===== src/rtl/echo_msg_serializer_if.sv =====
// rtl/echo_msg_serializer_if.sv - message-in / word-out handshake bundle for the echo serializer
interface echo_msg_serializer_if;
    logic        pipe_enq_ena;
    logic [95:0] pipe_enq_v;
    logic        pipe_enq_rdy;
    logic        out_enq_ena;
    logic [31:0] out_enq_v;
    logic        out_enq_last;
    logic        out_enq_rdy;

    modport master (
        output pipe_enq_ena, pipe_enq_v, out_enq_rdy,
        input  pipe_enq_rdy, out_enq_ena, out_enq_v, out_enq_last
    );

    modport slave (
        input  pipe_enq_ena, pipe_enq_v, out_enq_rdy,
        output pipe_enq_rdy, out_enq_ena, out_enq_v, out_enq_last
    );
endinterface


===== src/rtl/echo_msg_serializer.sv =====
// rtl/echo_msg_serializer.sv - FIFO of 96-bit messages emitted as three 32-bit words
module echo_msg_serializer #(
    parameter int DEPTH = 2
) (
    input  logic                   CLK,
    input  logic                   nRST,
    echo_msg_serializer_if.slave   bus,
    output logic [4:0]             occupancy,
    output logic [31:0]            msg_count
);
    localparam int PW = $clog2(DEPTH);

    typedef enum logic [1:0] {WS_IDLE, WS_W0, WS_W1, WS_W2} ws_e;

    logic [95:0]   mem_q [DEPTH];
    logic [PW-1:0] wr_ptr_q, wr_ptr_d;
    logic [PW-1:0] rd_ptr_q, rd_ptr_d;
    logic [4:0]    occ_q, occ_d;
    logic [31:0]   msg_count_q, msg_count_d;
    ws_e           ws_q, ws_d;

    logic          enq;
    logic          xfer;
    logic          pop;
    logic [95:0]   head;
    logic [31:0]   word;

    assign head = mem_q[rd_ptr_q];

    // Handshake outputs are forced low while reset is held, independent of state.
    assign bus.pipe_enq_rdy = !nRST && (occ_q < 5'(DEPTH));
    assign bus.out_enq_ena  = !nRST && (ws_q != WS_IDLE) && bus.out_enq_rdy;
    assign bus.out_enq_last = !nRST && (ws_q == WS_W2);
    assign bus.out_enq_v    = nRST ? 32'h0 : word;

    assign enq  = bus.pipe_enq_ena && bus.pipe_enq_rdy;
    assign xfer = bus.out_enq_ena;
    assign pop  = xfer && (ws_q == WS_W2);

    assign occupancy = occ_q;
    assign msg_count = msg_count_q;

    always_comb begin
        word = 32'h0;
        case (ws_q)
            WS_W0:   word = head[95:64];
            WS_W1:   word = head[63:32];
            WS_W2:   word = head[31:0];
            default: word = 32'h0;
        endcase
    end

    always_comb begin
        ws_d        = ws_q;
        wr_ptr_d    = wr_ptr_q;
        rd_ptr_d    = rd_ptr_q;
        occ_d       = occ_q;
        msg_count_d = msg_count_q;

        if (enq) begin
            wr_ptr_d = wr_ptr_q + PW'(1);
        end
        if (pop) begin
            rd_ptr_d    = rd_ptr_q + PW'(1);
            msg_count_d = msg_count_q + 32'd1;
        end
        if (enq && !pop) begin
            occ_d = occ_q + 5'd1;
        end else if (!enq && pop) begin
            occ_d = occ_q - 5'd1;
        end

        case (ws_q)
            WS_IDLE: if (enq)  ws_d = WS_W0;
            WS_W0:   if (xfer) ws_d = WS_W1;
            WS_W1:   if (xfer) ws_d = WS_W2;
            // A same-cycle enqueue keeps the word stream gapless when the head was the only entry.
            WS_W2:   if (xfer) ws_d = ((occ_q > 5'd1) || enq) ? WS_W0 : WS_IDLE;
            default: ws_d = WS_IDLE;
        endcase
    end

    always_ff @(posedge CLK) begin
        if (nRST) begin
            ws_q        <= WS_IDLE;
            wr_ptr_q    <= '0;
            rd_ptr_q    <= '0;
            occ_q       <= 5'd0;
            msg_count_q <= 32'd0;
        end else begin
            ws_q        <= ws_d;
            wr_ptr_q    <= wr_ptr_d;
            rd_ptr_q    <= rd_ptr_d;
            occ_q       <= occ_d;
            msg_count_q <= msg_count_d;
        end
    end

    always_ff @(posedge CLK) begin
        if (enq) begin
            mem_q[wr_ptr_q] <= bus.pipe_enq_v;
        end
    end
endmodule


===== src/flat_wrapper.sv =====
// flat-port wrapper written by rule: the top's interface ports become plain ports
module echo_msg_serializer_flat 
#(
    parameter int DEPTH = 2
)
  (CLK, nRST, occupancy, msg_count, bus_pipe_enq_ena, bus_pipe_enq_v, bus_out_enq_rdy, bus_pipe_enq_rdy, bus_out_enq_ena, bus_out_enq_v, bus_out_enq_last);
  echo_msg_serializer_if bus_i ();
  input  logic CLK;
  input  logic nRST;
  output logic [4:0] occupancy;
  output logic [31:0] msg_count;
  input wire logic [$bits(bus_i.pipe_enq_ena)-1:0] bus_pipe_enq_ena;
  input wire logic [$bits(bus_i.pipe_enq_v)-1:0] bus_pipe_enq_v;
  input wire logic [$bits(bus_i.out_enq_rdy)-1:0] bus_out_enq_rdy;
  output wire logic [$bits(bus_i.pipe_enq_rdy)-1:0] bus_pipe_enq_rdy;
  output wire logic [$bits(bus_i.out_enq_ena)-1:0] bus_out_enq_ena;
  output wire logic [$bits(bus_i.out_enq_v)-1:0] bus_out_enq_v;
  output wire logic [$bits(bus_i.out_enq_last)-1:0] bus_out_enq_last;
  assign bus_i.pipe_enq_ena = bus_pipe_enq_ena;
  assign bus_i.pipe_enq_v = bus_pipe_enq_v;
  assign bus_i.out_enq_rdy = bus_out_enq_rdy;
  assign bus_pipe_enq_rdy = bus_i.pipe_enq_rdy;
  assign bus_out_enq_ena = bus_i.out_enq_ena;
  assign bus_out_enq_v = bus_i.out_enq_v;
  assign bus_out_enq_last = bus_i.out_enq_last;
  echo_msg_serializer #(.DEPTH(DEPTH)) u_core (.CLK(CLK), .nRST(nRST), .bus(bus_i), .occupancy(occupancy), .msg_count(msg_count));
endmodule

===== config.mk =====
export PLATFORM = sky130hd
export DESIGN_NAME = echo_msg_serializer_flat
export DESIGN_NICKNAME = d
export VERILOG_FILES = /design/src/rtl/echo_msg_serializer_if.sv /design/src/rtl/echo_msg_serializer.sv /design/src/flat_wrapper.sv
export SDC_FILE = /design/constraint.sdc
export NUM_CORES = 1
export LEC_CHECK = 0
export BUFFER_PORTS_ARGS = -buffer_cell sky130_fd_sc_hd__buf_2
export CELL_PAD_IN_SITES_DETAIL_PLACEMENT = 1
export CELL_PAD_IN_SITES_GLOBAL_PLACEMENT = 2
export CORE_ASPECT_RATIO = 0.6
export CORE_UTILIZATION = 40
export DETAILED_ROUTE_END_ITERATION = 8
export GPL_TIMING_DRIVEN = 0
export PLACE_DENSITY = 0.82
export SLEW_MARGIN = 10
export SYNTH_ARGS = -nofsm -noshare
export SYNTH_HDL_FRONTEND = slang
export SYNTH_SLANG_ARGS = --single-unit
export TNS_END_PERCENT = 100

===== constraint.sdc =====
create_clock -name CLK -period 16.38 [get_ports CLK]
set_clock_uncertainty 0.15 [all_clocks]
set_input_delay 1.638 -clock CLK [delete_from_list [all_inputs] [get_ports CLK]]
set_output_delay 1.638 -clock CLK [all_outputs]
set_load 0.05 [all_outputs]

; ---- Word level (Yosys, flattened, before mapping)
; Memory sizes are Yosys's and may differ from the RTL's. A register that Yosys moved wholly into a read port is not among the register bits.
; Cells that the tools add are included.
[totals]
output_inout_bits = 72
ram_bits = 192
in_bits = 100
ff_bits = 41
n_memories = 1
[classes]
n_reduce_logical = 16
n_lt_le_gt_ge = 2
add_sub_neg = 5
eq_ne = 7
mux = 14
[memory_table]
columns = name, depth, word_bits, rd, rd_clocked_by_memory_dff, wr, line
row1 = u_core.mem_q, 2, 96, 1, 1, 1, echo_msg_serializer.sv:15  ; logic [95:0] mem_q [DEPTH];
[op_table]
columns = operator, count
row1 = $pmux 32 s3, 1
row2 = $add 32x1->32 const B, 1
row3 = $mux 32, 1
row4 = $mux 5, 2
row5 = $logic_and 1x1->1, 8
row6 = $mux 2, 4
row7 = $ne 2x1->1 const B, 4
row8 = $pmux 2 s4, 1
row9 = $add 5x1->5 const B, 1
row10 = $gt 5x1->1 const B, 1
row11 = $lt 5x2->1 const B, 1
row12 = $mux 1, 5
row13 = $sub 5x1->5 const B, 1
row14 = $eq 2x2->1 const B, 2
row15 = $reduce_and 4->1, 1
row16 = $reduce_bool 2->1, 2
row17 = $logic_not 1->1, 3
row18 = $add 1x1->1 const B, 2
row19 = $eq 2x1->1 const B, 1
row20 = $logic_not 2->1, 1
row21 = $logic_or 1x1->1, 1

; ---- Depth between registers and ports, before layout
; Gate-level depths: netlist of run 1.
[logic_depth]
ltp_word = 7
mapped_depth = 9

; ---- Worst setup path after synthesis of run 1
; OpenSTA, ideal clock, no wires.
[synth_timing]
path_kind = input -> register
start = in bus_pipe_enq_ena
end = mem u_core.mem_q[0][0], enable pin
slack_ps = 9780
stages = 3
arrival_ps = 5898
t_required_ps = 15678
cell_sequence = nor2b_1 -> nand2_1 -> nor2_1
[synth_via]
elab_chain_len = 3
[synth_rtl]
columns = element, line
row1 = start: declaration, flat_wrapper.sv:12  ; input wire logic [$bits(bus_i.pipe_enq_ena)-1:0] bus_pipe_enq_ena;
row2 = $logic_and 1x1->1, echo_msg_serializer.sv:36  ; assign enq = bus.pipe_enq_ena && bus.pipe_enq_rdy;
row3 = $mux 1, echo_msg_serializer.sv:100  ; if (enq) begin
row4 = $mux 1 (not written as such), echo_msg_serializer.sv:101  ; mem_q[wr_ptr_q] <= bus.pipe_enq_v;
row5 = end: declaration, echo_msg_serializer.sv:15
; No other way between the ends.

; ---- Worst setup path in the final report of run 1
[layout_timing]
start = in nRST
end = out bus_out_enq_v[5]
[layout_via]
elab_chain_len = 1
[layout_rtl]
columns = element, line
row1 = start: declaration, flat_wrapper.sv:9  ; input logic nRST;
row2 = $mux 32, echo_msg_serializer.sv:34  ; assign bus.out_enq_v = nRST ? 32'h0 : word;
row3 = end: declaration, flat_wrapper.sv:17  ; output wire logic [$bits(bus_i.out_enq_v)-1:0] bus_out_enq_v;
; No other way between the ends.

==> impl_metrics.json, run 1 <==
{
  "critPathArrivalTime_ns": 3.62,
  "via_per_inst": 5.72,
  "async_flop_share_pct": 0,
  "synth_seq_area_share_pct": 72.6,
  "ant_nets": 0,
  "gp_congestion": 0.807,
  "grt_start_max_net_pins": 65,
  "dp_hpwl_um": 17800,
  "period_minus_slack_ns": 5.41,
  "ctsResizeCount": 0,
  "rsz0062_at_grt": "false",
  "insertion_delay_ns": 0.52,
  "finalSetupViolCount": 0,
  "cp_max_fo": 10,
  "synth_seq_cells": 234,
  "syn_area_um2": 9100,
  "num_rows": 42,
  "start_util_pct": 41.1,
  "final_cell_area_um2": 11200,
  "hold_buffers": 0,
  "cts_buffers": 24,
  "synth_edf_count": 192,
  "cts.sinks": 234,
  "place_ws_ns": 11.08,
  "placement.io_buffers": 171,
  "vias": 6477,
  "slew_headroom_pct": 51.8,
  "core_area_um2": 22200,
  "cts-htree-levels": 1,
  "die-height_um": 119,
  "slew_violations": 0,
  "synth_cell_types": 39,
  "path_class": "in -> out",
  "routedWlPerCell_um": 22.8,
  "cts_root_buffer": "clkbuf_16",
  "multiInputGateArea_um2": 2290,
  "first_pass_iters": 7,
  "maxCapViolations": 0,
  "worst_pin_slew_ns": 0.723,
  "power_mw": 1.59,
  "layout_setup_ws_ns": 10.97,
  "die_x_um": 197,
  "nets": 912,
  "peakVddDrop_mv": 0.0689,
  "area_growth_pct": 23.6,
  "dieArea_um2": 23400,
  "grt_pass1_wl_um": 39000,
  "synth_ff_type": "edfxtp_1",
  "ys.warnings.count": 0,
  "cts_tree": "built",
  "crit_required_ns": 14.59,
  "route.detailed.drc": 0,
  "avgSynthCellArea_um2": 15.1,
  "fillers": 2267,
  "timing.final.crit_share_pct": 33.0,
  "max-clock-path-buffers": 3,
  "final_core_util_pct": 50.7,
  "grt_use_total_pct": 21.9,
  "ios": 172,
  "ff_latch_area_um2": 6610,
  "dp_cells": 1085,
  "tns_ns": 0,
  "antenna_found_initial": 6,
  "hold_path_class": "reg -> reg",
  "postSynthNetCount": 711,
  "synth_cells": 602,
  "wirelength_um": 25800,
  "dpl_cell_area_um2": 10400,
  "leakage_nw": 3.86,
  "endpoint_kind": "output port",
  "outcome": "finished, final reports clean",
  "fmax_mhz": 185,
  "drtIter0Drc": 769,
  "whs_ns": 0.346,
  "drive_above_1_share_pct": 27.4,
  "clk_pin_slew_ns": 0.06,
  "finalHoldViolCount": 0,
  "grt_pass1_vias": 6698,
  "p_per_area_nw_per_um2": 141,
  "cp-start-kind": "input port",
  "post_cts_buffers": 0,
  "layoutNonFillerInstCount": 1132,
  "grt_overflow_total": 0
}
## power breakdown
group | total (mW) | switching [mW] | internal, mW
clock | 0.549 | 0.224 | 0.325
sequential | 0.724 | 0.0209 | 0.703
combinational | 0.315 | 0.210 | 0.105
## sequential cells by signal, summed over array words and instances (netlist names), named ones only
register          flops
u_core.occupancy      5
u_core.mem_q        192
u_core.ws_q           2
u_core.msg_count     32
u_core.rd_ptr_q       1
u_core.wr_ptr_q       1
## cell usage in the layout (no fill, tap or decap), types with 9 or more instances in the layout
| master | instances |
|---|---|
| buf_2 | 174 |
| o31ai_1 | 12 |
| or3_1 | 11 |
| o21ai_0 | 12 |
| nand3_1 | 12 |
| or4_1 | 16 |
| clkbuf_1 | 40 |
| clkbuf_16 | 25 |
| inv_1 | 11 |
| a21oi_1 | 26 |
| nand2_1 | 10 |
| ha_1 | 9 |
| nor2_1 | 22 |
| nor2b_1 | 35 |
| edfxtp_1 | 192 |
| xnor2_1 | 11 |
| dfxtp_1 | 42 |
| a211oi_1 | 32 |
| a222oi_1 | 64 |
## Yosys cell counts (all sizes together), types with 7 or more instances
| master | number | area [um^2] |
|---|---|---|
| o31ai | 12 | 90.1 |
| nand3 | 12 | 60.1 |
| or3 | 11 | 68.8 |
| nand4 | 7 | 50.1 |
| a21oi | 26 | 130 |
| ha | 9 | 113 |
| dfxtp | 42 | 841 |
| a222oi | 64 | 641 |
| xnor2 | 11 | 96.3 |
| o21ai | 12 | 60.1 |
| clkbuf | 36 | 136 |
| buf | 9 | 45.0 |
| a211oi | 32 | 240 |
| nor2 | 23 | 86.3 |
| inv | 11 | 41.3 |
| nor2b | 35 | 219 |
| edfxtp | 192 | 5770 |
| or4 | 17 | 131 |
| nand2 | 10 | 37.5 |
## metal layers
metal	track usage, %	share of wire, %
met2	33.6	44
met4	4.07	1.1
met3	6.26	10
met1	31.4	44
met5	0	0.078
## path summary, 6_finish.rpt
path	start	end	slack (ns)	cells past startpoint
worst max-delay path	nRST	bus_out_enq_v[5]	10.97	7
worst min-delay path	u_core.msg_count[31]	u_core.msg_count[31]	0.35	2
worst max register to register	u_core.ws_q[0]	u_core.occupancy[4]	13.24	9
worst min register to register	u_core.msg_count[31]	u_core.msg_count[31]	0.35	2
## layout make-up
type,count,share of cell area [%]
Inverter,11,0.367
Sequential cell,234,58.7
Clock buffer,33,6.10
Clock inverter,10,0.957
Tap cell,308,3.43
Multi-Input combinational cell,312,20.3
Buffer,45,1.61
Antenna cell,4,0.0890
Timing Repair Buffer,175,8.39
## logic make-up after synthesis
group           Yosys count  share of synthesized area [%]
compound gates          148                           12.9
xor+xnor                 16                           1.54
fa+ha+maj                 9                           1.24
buf+inv                  56                           2.45
flops                   234                           72.6
mux                       3                          0.330
simple gates            136                           8.93
## worst max-delay path: stages
cell and delay (ns):
buf_2 0.12, clkbuf_1 0.21, or2_2 0.34, clkbuf_1 0.16, clkbuf_1 0.35, a211oi_1 0.45
buf_2 0.35
No activity file was read; power rests on OpenSTA's default activity.
==> inputs of run 2 (changes only) <==
ABC_AREA = 1   (was unset)
CORE_UTILIZATION = 36   (was 40)
PLACE_DENSITY = 0.8   (was 0.82)
clock period = 5.4 ns   (was 16.38 ns; I/O delays follow)
==> impl_metrics.json, run 2 <==
{
  "outcome": "finished, final reports clean",
  "p_int_mw": 3.38,
  "placement.io_buffers": 171,
  "ant_nets": 0,
  "hold_buffers": 0,
  "grt_pass1_wl_um": 42200,
  "p_per_area_nw_per_um2": 381,
  "final_cell_mix": "edfxtp_1, nor2_1, buf_2, o21ai_0, nand2_1",
  "ys.warnings.count": 0,
  "yosys-top-cells-count": "edfxtp_1, nor2_1, o21ai_0",
  "post_cts_buffers": 0,
  "via_per_inst": 4.93,
  "die-height_um": 129,
  "whs_ns": 0.0486,
  "num_rows": 45,
  "largest_reg_flops": 192,
  "start_util_pct": 37.3,
  "area_growth_pct": 24.5,
  "peakVddDrop_mv": 0.193,
  "insertion_delay_ns": 0.53,
  "r2r_setup_slack_ns": 2.89,
  "cts.sinks": 234,
  "grt_start_max_net_pins": 28,
  "leakage_nw": 4.74,
  "cts_root_buffer": "clkbuf_16",
  "path_class": "reg -> out",
  "slew_headroom_pct": 50.6,
  "switching_share_pct": 25.9,
  "rsz0062_at_grt": "false",
  "synth_ff_type": "edfxtp_1",
  "grt_overflow_total": 0,
  "synth_seq_area_share_pct": 68.6,
  "dieArea_um2": 27400,
  "synth_cell_types": 31,
  "cp_max_fo": 10,
  "period_minus_slack_ns": 3.49,
  "drive_above_1_share_pct": 21.5,
  "async_flop_share_pct": 0,
  "r2r-end": "u_core.occupancy[4]",
  "vias": 7181,
  "maxCapViolations": 0,
  "yosys-mux-area-fraction_pct": 0,
  "setup.worst_path.end": "bus_out_enq_v[7]",
  "ctsResizeCount": 0,
  "yosysMostFrequentCell": "edfxtp_1",
  "finalSetupViolCount": 0,
  "layout_commonest_cell": "edfxtp_1",
  "grtUsageMet1_pct": 31.5,
  "gp_congestion": 0.851,
  "syn_area_um2": 9630,
  "drtIter0Drc": 526,
  "timing.final.crit_share_pct": 64.6,
  "cts_buffers": 24,
  "hold_path_class": "in -> reg",
  "synth_xor_area_share_pct": 0.455,
  "finalHoldViolCount": 0,
  "route.detailed.drc": 0,
  "grt_use_total_pct": 20.8,
  "dp_hpwl_um": 20100,
  "critPathArrivalTime_ns": 2.80,
  "synth_compound_gate_area_share_pct": 10.7,
  "clk_pin_slew_ns": 0.06,
  "antenna_found_initial": 3,
  "layout_setup_ws_ns": 1.91,
  "slowest_stage": "clkbuf_1",
  "cts-htree-levels": 1,
  "nets": 1194,
  "synth_top_area_cell": "edfxtp_1",
  "cpPeakStageDelay_ns": 0.43,
  "cts_tree": "built",
  "synth_top_family_by_area": "simple AND/OR/NAND/NOR gates",
  "p_clk_share_pct": 40.0,
  "synth_cells": 880,
  "crit_chain": "ha_1 -> clkinv_1 -> clkbuf_1 -> nor2_1 -> o21ai_0 -> o221ai_1 -> nand2_1 -> inv_1 -> buf_2",
  "p_seq_share_pct": 46.0,
  "avgSynthCellArea_um2": 10.9,
  "power.switching_mw": 1.18,
  "rr_worst_depth": 11,
  "core_area_um2": 25800,
  "top_register": "u_core.mem_q",
  "met3_usage_pct": 4.25,
  "place_ws_ns": 2.50,
  "worst_pin_slew_ns": 0.741,
  "synth_seq_cells": 234,
  "endpoint_kind": "output port",
  "crit_start": "u_core.ws_q[0]",
  "grt_use_met2_pct": 30.6,
  "routedWlPerCell_um": 19.3,
  "grt_pass1_vias": 7113,
  "synth-simple-area-share_pct": 14.2,
  "cp-start-kind": "register",
  "die_x_um": 213,
  "first_pass_iters": 4,
  "postSynthNetCount": 989,
  "ios": 172,
  "max-clock-path-buffers": 3,
  "slew_violations": 0,
  "r2r-start": "u_core.ws_q[0]",
  "top_usage_layer": "met1",
  "synth_edf_count": 192,
  "wirelength_um": 28100,
  "fmax_mhz": 287,
  "synth_top_area_share_pct": 59.9,
  "power_frac_comb_pct": 14.0,
  "synth_adder_area_share_pct": 1.17,
  "crit_required_ns": 4.71,
  "yosys-top-cells-area": "edfxtp_1, dfxtp_1, nor2_1"
}
## run 2: cell count changes in the layout (fill, tap and decap cells not counted), sizes merged, moves of 11 or more
cell and delta:
inv +68, clkbuf -16, nor2 +166, a211oi -31
or3 -11, or4 -17, nor2b -35, o221ai +32
o31ai -12, a222oi -64, o21ai +104, nand2 +96
## run 2: stage by stage
stage | util, % | power [mW] | instance area [um^2] | cells | TNS (ns)
6_report | 46.5 | 4.57 | 12000 | 1457 | 0
5_1_grt | 46.5 | 4.73 | 12000 | 1456 | 0
4_1_cts | 46.5 | 4.60 | 12000 | 1454 | 0
3_5_place_dp | 43.1 | 2.78 | 11100 | 1411 | 0
3_3_place_gp | 42.4 | 2.75 | 10900 | 1403 | -86.76
2_1_floorplan | - | 2.53 | 9630 | 880 | 0
## run 2: worst min-delay path by stage
stage                                    start                   end  slack (ns)  depth (start not counted)
after floorplan                u_core.rd_ptr_q              register        0.32                          2
after global placement    u_core.msg_count[12]  u_core.msg_count[12]        0.31                          2
after detailed placement  u_core.msg_count[12]  u_core.msg_count[12]        0.32                          2
after CTS                   bus_pipe_enq_v[76]   u_core.mem_q[0][76]        0.02                          1
after global routing        bus_pipe_enq_v[54]   u_core.mem_q[1][54]        0.03                          1
final                       bus_pipe_enq_v[54]   u_core.mem_q[0][54]        0.05                          1
## run 2: layer usage
layer  up-vias  wire [um]
met3        31       1670
met1      3503      14100
met4         0        393
li1       3469          -
met2       178      12000
met5         -          0
## run 2: logic make-up (layout without fill, tap and decap cells)
kind of cell,after synthesis,after routing
flops,234,234
other cells,0,3
fa+ha+maj,9,9
xor+xnor,5,5
buf+inv,119,341
simple gates,333,333
compound gates,180,180
## run 2: power by group through the flow
stage,Clock [mW],Combinational [mW],Sequential [mW]
2_1_floorplan,0,0.374,2.16
3_3_place_gp,0,0.599,2.15
3_5_place_dp,0,0.638,2.14
4_1_cts,1.86,0.645,2.10
5_1_grt,1.92,0.697,2.11
6_report,1.83,0.640,2.10
## run 2: layout make-up
cell class / count / area, um^2
plain buffers: 38 / 156
well taps: 352 / 440
flip-flops and latches: 234 / 6610
clock buffers: 29 / 641
inverters: 81 / 304
multi-input cells: 527 / 2570
clock inverters: 14 / 218
fillers: 2889 / 13800
repair buffers: 179 / 1040
diodes: 3 / 7.51
## run 2: worst max-delay path: cells and delay by family, from the launching register on
family	cells	cell delay, ns
and+or+nand+nor	2	0.26
DFF	1	0.41
buffers and inverters	4	1.06
AOI/OAI and AO/OA	2	0.29
adders and majority gates	1	0.25
==> inputs of run 3 (changes only) <==
clock period = 3.3 ns   (was 5.4 ns; I/O delays follow)
==> impl_metrics.json, run 3 (synthesis results as in run 2) <==
{
  "nets": 1290,
  "wl_met2_um": 12900,
  "rsz0062_at_grt": "false",
  "crit_start": "u_core.ws_q[0]",
  "final_cell_area_um2": 13000,
  "cp_max_fo": 10,
  "grt_pass1_vias": 7688,
  "ant_nets": 0,
  "area_growth_pct": 34.6,
  "insertion_delay_ns": 0.53,
  "endpoint_kind": "output port",
  "fmax_mhz": 322,
  "critPathArrivalTime_ns": 2.63,
  "p_per_area_nw_per_um2": 584,
  "cp-start-kind": "register",
  "cts-htree-levels": 1,
  "hold_path_class": "in -> reg",
  "cts_tree": "built",
  "die-height_um": 129,
  "via_per_inst": 4.88,
  "largest_reg_flops": 192,
  "clk_pin_slew_ns": 0.06,
  "final_cell_mix": "edfxtp_1, nor2_1, buf_2, o21ai_0, nand2_1",
  "leakage_nw": 5.18,
  "drive_above_1_share_pct": 20.8,
  "layout_setup_ws_ns": 0.194,
  "grt_overflow_total": 0,
  "gp_congestion": 0.851,
  "start_util_pct": 37.3,
  "grt_use_total_pct": 21.7,
  "cts.sinks": 234,
  "period_minus_slack_ns": 3.11,
  "hp-start": "bus_out_enq_rdy",
  "cts_buffers": 24,
  "vias": 7563,
  "highest_layer": "met4",
  "routedWlPerCell_um": 18.8,
  "diodes": 0,
  "grt_start_max_net_pins": 28,
  "multiInputGateArea_um2": 2570,
  "dr_wl_met3_um": 1510,
  "core_area_um2": 25800,
  "peakVddDrop_mv": 0.313,
  "crit_required_ns": 2.82,
  "ios": 172,
  "maxCapViolations": 0,
  "wl_met1_um": 14500,
  "r2r-start": "u_core.ws_q[0]",
  "placement.io_buffers": 171,
  "slew_violations": 0,
  "route.detailed.drc": 0,
  "drtIter0Drc": 494,
  "die_x_um": 213,
  "dp_hpwl_um": 20100,
  "first_pass_iters": 5,
  "dieArea_um2": 27400,
  "dpl_cell_area_um2": 11100,
  "outcome": "finished, final reports clean",
  "timing.final.crit_share_pct": 94.1,
  "cts_root_buffer": "clkbuf_16",
  "max-clock-path-buffers": 3,
  "slew_headroom_pct": 55.3,
  "finalHoldViolCount": 0,
  "path_class": "reg -> out",
  "layout_commonest_cell": "edfxtp_1",
  "num_rows": 45,
  "fillers": 2857,
  "worst_pin_slew_ns": 0.670,
  "grt_pass1_wl_um": 44300,
  "top_register": "u_core.mem_q",
  "ff_latch_area_um2": 6610,
  "antenna_found_initial": 0,
  "wirelength_um": 29200,
  "finalSetupViolCount": 0,
  "place_ws_ns": 0.608,
  "post_cts_buffers": 0
}
run 3: cell count changes in the layout (fill, tap and decap cells not counted):
cell | before | now
clkinv_1 | 5 | 4
clkbuf_1 | 28 | 18
buf_1 | 5 | 4
clkbuf_2 | 0 | 11
dlygate4sd3_1 | 0 | 96
clkinvlp_4 | 1 | 2
diode_2 | 3 | 0
run 3: final timing paths:
kind                                        endpoint  slack [ns]  cells past startpoint
worst min-delay path             u_core.msg_count[7]        0.14                      5
worst max-delay path                bus_out_enq_v[7]        0.19                      9
worst min register to register  u_core.msg_count[12]        0.32                      2
worst max register to register   u_core.occupancy[4]        0.81                     11
run 3: layer usage:
layer / up-vias / track usage, %
li1: 3659 / -
met1: 3685 / 31.8
met2: 190 / 33.6
met3: 29 / 4.30
met4: 0 / 3.68
met5: - / 0
run 3: layout make-up:
class                           instances  share of cell area (%)
Buffer                                 38                    1.31
Clock buffer                           29                    4.94
Clock inverter                         14                    1.68
Inverter                               81                    2.38
Multi-Input combinational cell        527                    19.9
Sequential cell                       234                    51.0
Tap cell                              352                    3.40
Timing Repair Buffer                  275                    15.4
run 3: timing repair:
action / 4_1_cts / 5_1_grt
endpoints found under the hold margin: 192 / 0
hold buffers: 96 / 0
setup endpoints to repair: 0 / 25
resized for setup: 0 / 22
run 3: report_power, final:
part | switching, mW | leakage, nW | total (mW) | internal, mW
combinational | 0.759 | 2.67 | 1.15 | 0.391
sequential | 0.0553 | 2.09 | 3.43 | 3.38
clock | 1.14 | 0.416 | 2.99 | 1.85
total | 1.96 | 5.18 | 7.57 | 5.62
run 3: critical path, stage by stage (launching register included):
cell and delay (ns):
dfxtp_1 0.41, ha_1 0.29, clkinvlp_4 0.24, clkbuf_2 0.31, nor2_1 0.16, o21ai_0 0.14
o221ai_1 0.14, nand2_1 0.08, inv_1 0.08, buf_2 0.26
run 3: per-stage QoR:
step	util, %	hold WS [ns]	instances	setup TNS (ns)	power [mW]
floorplan	-	0.279	880	-149.82	4.14
global placement	42.4	0.312	1403	-451.53	4.50
detailed placement	43.1	0.315	1411	0	4.54
CTS	50.2	0.107	1550	0	7.62
global route	50.2	0.146	1550	0	7.85
finish	50.2	0.137	1550	0	7.57
